File: config.mk
export PLATFORM = sky130hd
export DESIGN_NAME = ps2_note_keys
export DESIGN_NICKNAME = d
export VERILOG_FILES = /design/src/rtl/ps2_note_keys_pkg.sv /design/src/rtl/ps2_note_keys_rx.sv /design/src/rtl/ps2_note_keys.sv
export SDC_FILE = /design/constraint.sdc
export NUM_CORES = 1
export LEC_CHECK = 0
export ABC_AREA = 1
export CORE_MARGIN = 2
export CORE_UTILIZATION = 53
export DETAILED_ROUTE_END_ITERATION = 12
export PLACE_DENSITY_LB_ADDON = 0.2
export SLEW_MARGIN = 25
export SYNTH_ARGS = -nofsm -noshare
export SYNTH_HDL_FRONTEND = slang
export SYNTH_SLANG_ARGS = --single-unit
File: constraint.sdc
create_clock -name clock -period 3.37 [get_ports clock]
set_input_delay 0.5055 -clock clock [delete_from_list [all_inputs] [get_ports clock]]
set_output_delay 0.5055 -clock clock [all_outputs]
set_load 0.01 [all_outputs]
File: src/rtl/ps2_note_keys_pkg.sv
// Shared PS/2 constants, default note scancodes and receiver state encoding.
package ps2_pkg;

  localparam logic [7:0] SC_BREAK = 8'hF0;
  localparam logic [7:0] SC_EXT   = 8'hE0;

  // Scan-code set 2 makes for the A/S/D/F note keys
  localparam logic [7:0] KEY0_DEF = 8'h1C;
  localparam logic [7:0] KEY1_DEF = 8'h1B;
  localparam logic [7:0] KEY2_DEF = 8'h23;
  localparam logic [7:0] KEY3_DEF = 8'h2B;

  typedef enum logic [1:0] {
    RX_IDLE   = 2'd0,
    RX_DATA   = 2'd1,
    RX_PARITY = 2'd2,
    RX_STOP   = 2'd3
  } rx_state_t;

  // PS/2 uses odd parity: data plus parity bit must hold an odd number of ones
  function automatic logic odd_ok(input logic [7:0] data, input logic par);
    return ^{data, par};
  endfunction

endpackage

File: src/rtl/ps2_note_keys_rx.sv
// PS/2 device-to-host frame receiver: input sync, ps2_clk deglitch filter,
// 11-bit frame FSM and mid-frame timeout. Emits one byte/valid or err pulse per frame.
module ps2_rx
  import ps2_pkg::*;
#(
  parameter int FILTER_LEN     = 4,
  parameter int TIMEOUT_CYCLES = 50000
) (
  input  logic       clock,
  input  logic       reset,
  input  logic       ps2_clk,
  input  logic       ps2_dat,
  output logic [7:0] rx_byte,
  output logic       rx_valid,
  output logic       rx_err
);

  localparam int FW = $clog2(FILTER_LEN + 1);
  localparam int TW = $clog2(TIMEOUT_CYCLES + 1);

  logic [1:0]    clk_sync, dat_sync;
  logic [FW-1:0] flt_cnt;
  logic          flt_clk;
  logic          strobe;
  logic          sdat;
  rx_state_t     state;
  logic [2:0]    bit_cnt;
  logic [7:0]    shreg;
  logic          par;
  logic [TW-1:0] to_cnt;

  // Two-flop synchronizers; the bus idles high so reset to 1
  always_ff @(posedge clock) begin
    if (!reset) begin
      clk_sync <= 2'b11;
      dat_sync <= 2'b11;
    end else begin
      clk_sync <= {clk_sync[0], ps2_clk};
      dat_sync <= {dat_sync[0], ps2_dat};
    end
  end

  // Filtered clock flips only after FILTER_LEN consecutive differing samples;
  // the 1->0 flip raises a one-cycle strobe with the data bit captured alongside.
  always_ff @(posedge clock) begin
    if (!reset) begin
      flt_cnt <= '0;
      flt_clk <= 1'b1;
      strobe  <= 1'b0;
      sdat    <= 1'b1;
    end else begin
      strobe <= 1'b0;
      sdat   <= dat_sync[1];
      if (clk_sync[1] == flt_clk) begin
        flt_cnt <= '0;
      end else if (flt_cnt == FW'(FILTER_LEN - 1)) begin
        flt_cnt <= '0;
        flt_clk <= clk_sync[1];
        strobe  <= flt_clk;
      end else begin
        flt_cnt <= flt_cnt + 1'b1;
      end
    end
  end

  // Frame FSM: one step per strobe; the idle timer aborts a stalled frame.
  // A strobe always wins over the timer, so valid and err never coincide.
  always_ff @(posedge clock) begin
    if (!reset) begin
      state    <= RX_IDLE;
      bit_cnt  <= '0;
      shreg    <= '0;
      par      <= 1'b0;
      to_cnt   <= '0;
      rx_byte  <= '0;
      rx_valid <= 1'b0;
      rx_err   <= 1'b0;
    end else begin
      rx_valid <= 1'b0;
      rx_err   <= 1'b0;
      if (strobe) begin
        to_cnt <= '0;
        case (state)
          RX_IDLE: begin
            if (!sdat) begin
              state   <= RX_DATA;
              bit_cnt <= '0;
            end
          end
          RX_DATA: begin
            shreg   <= {sdat, shreg[7:1]};
            bit_cnt <= bit_cnt + 1'b1;
            if (bit_cnt == 3'd7) state <= RX_PARITY;
          end
          RX_PARITY: begin
            par   <= sdat;
            state <= RX_STOP;
          end
          RX_STOP: begin
            state <= RX_IDLE;
            if (sdat && odd_ok(shreg, par)) begin
              rx_valid <= 1'b1;
              rx_byte  <= shreg;
            end else begin
              rx_err <= 1'b1;
            end
          end
          default: state <= RX_IDLE;
        endcase
      end else if (state != RX_IDLE) begin
        if (to_cnt == TW'(TIMEOUT_CYCLES - 1)) begin
          rx_err <= 1'b1;
          state  <= RX_IDLE;
          to_cnt <= '0;
        end else begin
          to_cnt <= to_cnt + 1'b1;
        end
      end else begin
        to_cnt <= '0;
      end
    end
  end

endmodule

File: src/rtl/ps2_note_keys.sv
// PS/2 keyboard front end: receiver plus make/break decoder driving a 4-bit
// held-note vector. ps2_dat is input-only; the host never drives the bus.
module ps2_note_keys
  import ps2_pkg::*;
#(
  parameter int         FILTER_LEN     = 4,
  parameter int         TIMEOUT_CYCLES = 50000,
  parameter logic [7:0] KEY0_CODE      = KEY0_DEF,
  parameter logic [7:0] KEY1_CODE      = KEY1_DEF,
  parameter logic [7:0] KEY2_CODE      = KEY2_DEF,
  parameter logic [7:0] KEY3_CODE      = KEY3_DEF
) (
  input  logic       clock,
  input  logic       reset,
  input  logic       ps2_clk,
  input  logic       ps2_dat,
  output logic [3:0] keys,
  output logic       scan_valid,
  output logic [7:0] scan_code,
  output logic       frame_err
);

  logic [7:0]      rx_byte;
  logic            rx_valid, rx_err;
  logic            ext, brk;
  logic [3:0][7:0] key_codes;
  logic [3:0]      key_hit;

  assign key_codes = {KEY3_CODE, KEY2_CODE, KEY1_CODE, KEY0_CODE};

  for (genvar n = 0; n < 4; n++) begin : g_hit
    assign key_hit[n] = (rx_byte == key_codes[n]);
  end

  ps2_rx #(
    .FILTER_LEN    (FILTER_LEN),
    .TIMEOUT_CYCLES(TIMEOUT_CYCLES)
  ) u_rx (
    .clock   (clock),
    .reset   (reset),
    .ps2_clk (ps2_clk),
    .ps2_dat (ps2_dat),
    .rx_byte (rx_byte),
    .rx_valid(rx_valid),
    .rx_err  (rx_err)
  );

  // Prefix flags accumulate E0/F0; the next plain byte applies them to a
  // mapped key (non-extended only) and clears them. Frame errors leave flags alone.
  always_ff @(posedge clock) begin
    if (!reset) begin
      keys       <= '0;
      scan_valid <= 1'b0;
      scan_code  <= '0;
      frame_err  <= 1'b0;
      ext        <= 1'b0;
      brk        <= 1'b0;
    end else begin
      scan_valid <= rx_valid;
      frame_err  <= rx_err;
      if (rx_valid) begin
        scan_code <= rx_byte;
        if (rx_byte == SC_EXT) begin
          ext <= 1'b1;
        end else if (rx_byte == SC_BREAK) begin
          brk <= 1'b1;
        end else begin
          if (!ext) begin
            for (int n = 0; n < 4; n++) begin
              if (key_hit[n]) keys[n] <= ~brk;
            end
          end
          ext <= 1'b0;
          brk <= 1'b0;
        end
      end
    end
  end

endmodule

==> run metrics <==
worst-skew pair later-pin latency=0.35 ns; Sequential Power Share=0.535; die width=81.5 µm; HP Class=reg2reg; Final #Nets=roughly 450; FF+latch count, synth=66; cells after synthesis=about 420; Fillers=530; setup slack after layout=around 1.5 ns; dpl cells=504; clock share of power=0.453; final hold slack=0.406 ns; Core Region=0.00585 mm²; initial antenna violation count=0; share of power burned in combinational logic=0.013; clk_skew=0.0147 ns; Final period util=0.552; placed cell area=0.00339 mm²; Die Height=81.5 µm; Arr. time, crit path=roughly 2.2 ns; wire per inst=10.8 µm; Req. time, crit path=around 3.7 ns; drt first-iter violations=90; gr ovfl total=0; Synth Area in Simple Gates=0.341; Net Sw Frac=0.226; critical path capture point type=flip-flop; final WL=5630 µm; endpoints failing setup=0; async set-reset flop share out of synthesis=0; CTS Hold Bufs=0; Worst R2R Path Depth=9; PortBufs=17; Syn Nets=434; clk buf depth=2; Top FF cell, synth=dfxtp_1; Final ANT Viol Nets=0; most common cell after layout, fill and taps aside=nand2_1; drc violations=0; Final GP Congestion=approximately 0.8; Post-Synth XOR/XNOR Area=0.0165; Syn Area/Cell=7.55 µm²; Worst Hold Depth=2; Slew headroom=0.636; maximum clock rate=538 MHz; Ys Warns=0; Synth Area in Compound Gates=0.102; VDD IR max=259 µV; first-pass GRT wire length=around 9900 µm; sw power=around 0.33 mW; Root Driver=clkbuf_8; post-synthesis adder-cell area fraction=0.0354; Least-Margin Pin Slew=0.545 ns; worst-path fanout max=20; mux cell area share after synthesis=0; gr usage total=0.192; utilization after layout=0.614; EDFF count, synth=0; critical path startpoint category=input pin; clk sinks=66; Final HPWL DP=4150 µm; design area=0.00359 mm²; via count=2588; layout cells sized above 1=0.164; largest net degree at the start of global routing=29; Max Cap Viol=0; status=finished clean; htree depth=3; Pleak=1.58 nW; n_diodes=0; Starting Density=0.543; Crit Path Category=in2reg; post-route insts no fill=520; Int Power=1.14 mW; post-synthesis sequential area ratio=0.416; Setup TNS Final=0 ns; Via density=roughly 5; most frequent cells in the layout=nand2_1, dfxtp_1, inv_1; RSZ-0062 raised after global routing=false; total CTS buffers=9; final hold viol count=0; iteration count of the initial detailed-routing pass=4; pre-CTS WS=1.13 ns; Max Slew Vio Count=0; Clock Pin Slew Worst Setup and Hold Paths=0.07 ns; PD cells=408 mW/mm²; Tot Pwr=1.47 mW; Post-CTS Setup Bufs=0; Netlist cell types=41; vias in the first global route=2393; CTS tree=done; post-CTS resize count=0; largest family of logic cells by synthesized area=simple AND/OR/NAND/NOR gates; IO Pins=18; area growth from synthesis to final layout=13.0%; Row Count=28; synthesized area=0.00318 mm²; minimum clock period=between 1.5 and 2 ns; die footprint=0.00663 mm²
power by group through the flow:
stage / clock network (mW) / logic, mW / registers (mW)
finish: 0.664 / 0.0184 / 0.784
global placement: 0 / 0.0185 / 0.802
detailed placement: 0 / 0.0187 / 0.802
floorplan: 0 / 0.0141 / 0.801
CTS: 0.682 / 0.0187 / 0.784
global route: 0.721 / 0.0208 / 0.784
area by class of cell:
type                       instances  area, µm²  area share
clock buffer                       9        124      0.0345
timing repair buffer              18        178      0.0494
sequential                        66       1320       0.368
inverter                          61        229      0.0637
clock inverter                     7       76.3      0.0212
tap                               75       93.8      0.0261
multi-input combinational        284       1570       0.437
kinds of logic (layout without fill, tap and decap cells):
kind of cell,count (synthesis),count (layout)
adders and majority gates,9,9
and+or+nand+nor,212,212
DFF,66,66
buffers and inverters,71,95
xor gates and xnor gates,6,6
AOI/OAI and AO/OA,57,57
layer usage:
layer | up-vias | share of wire | GRT usage
met5 | - | 0 | 0
met4 | 0 | 0.019 | 0.0881
met3 | 10 | 0.023 | 0.0451
met2 | 24 | 0.46 | 0.314
met1 | 1172 | 0.49 | 0.240
li1 | 1382 | - | -
synth_stat cells (4+ instances only):
| library cell | n | share of area |
|---|---|---|
| nand2_1 | 99 | 0.12 |
| dfxtp_1 | 66 | 0.42 |
| inv_1 | 49 | 0.058 |
| nor2_1 | 37 | 0.044 |
| a21oi_1 | 25 | 0.039 |
| o21ai_0 | 19 | 0.030 |
| nand2_2 | 13 | 0.026 |
| nand4_1 | 12 | 0.024 |
| inv_2 | 11 | 0.013 |
| ha_1 | 9 | 0.035 |
| nand3_1 | 9 | 0.014 |
| nor3_1 | 9 | 0.014 |
| nor3_2 | 6 | 0.019 |
| nand2_4 | 5 | 0.018 |
| or2_2 | 5 | 0.0098 |
| a21oi_2 | 4 | 0.011 |
| buf_2 | 4 | 0.0063 |
| nand3_2 | 4 | 0.013 |
sequential cells by signal, indices dropped and copies added, names as in the netlist:
register,flops
keys,4
scan_code,8
frame_err,1
u_rx.state,2
u_rx.dat_sync,2
u_rx.to_cnt,16
scan_valid,1
ext,1
u_rx.flt_clk,1
u_rx.bit_cnt,3
u_rx.rx_byte,8
u_rx.flt_cnt,3
u_rx.sdat,1
u_rx.rx_valid,1
u_rx.shreg,8
u_rx.par,1
u_rx.strobe,1
u_rx.rx_err,1
brk,1
u_rx.clk_sync,2
critical path, cell delays in order:
cell,delay (ns)
clkdlybuf4s50_1,0.48
inv_1,0.24
nor2_1,0.21
nand3_2,0.34
a21oi_1,0.23
o21a_1,0.13
worst paths after layout:
| check | to | from | slack, ns |
|---|---|---|---|
| hold reg to reg | frame_err | u_rx.rx_err | 0.41 |
| setup / recovery | u_rx.to_cnt[15] | reset | 1.51 |
| hold / removal | frame_err | u_rx.rx_err | 0.41 |
| setup reg to reg | u_rx.to_cnt[15] | u_rx.to_cnt[0] | 1.67 |
No activity file was read; power rests on OpenSTA's default activity.
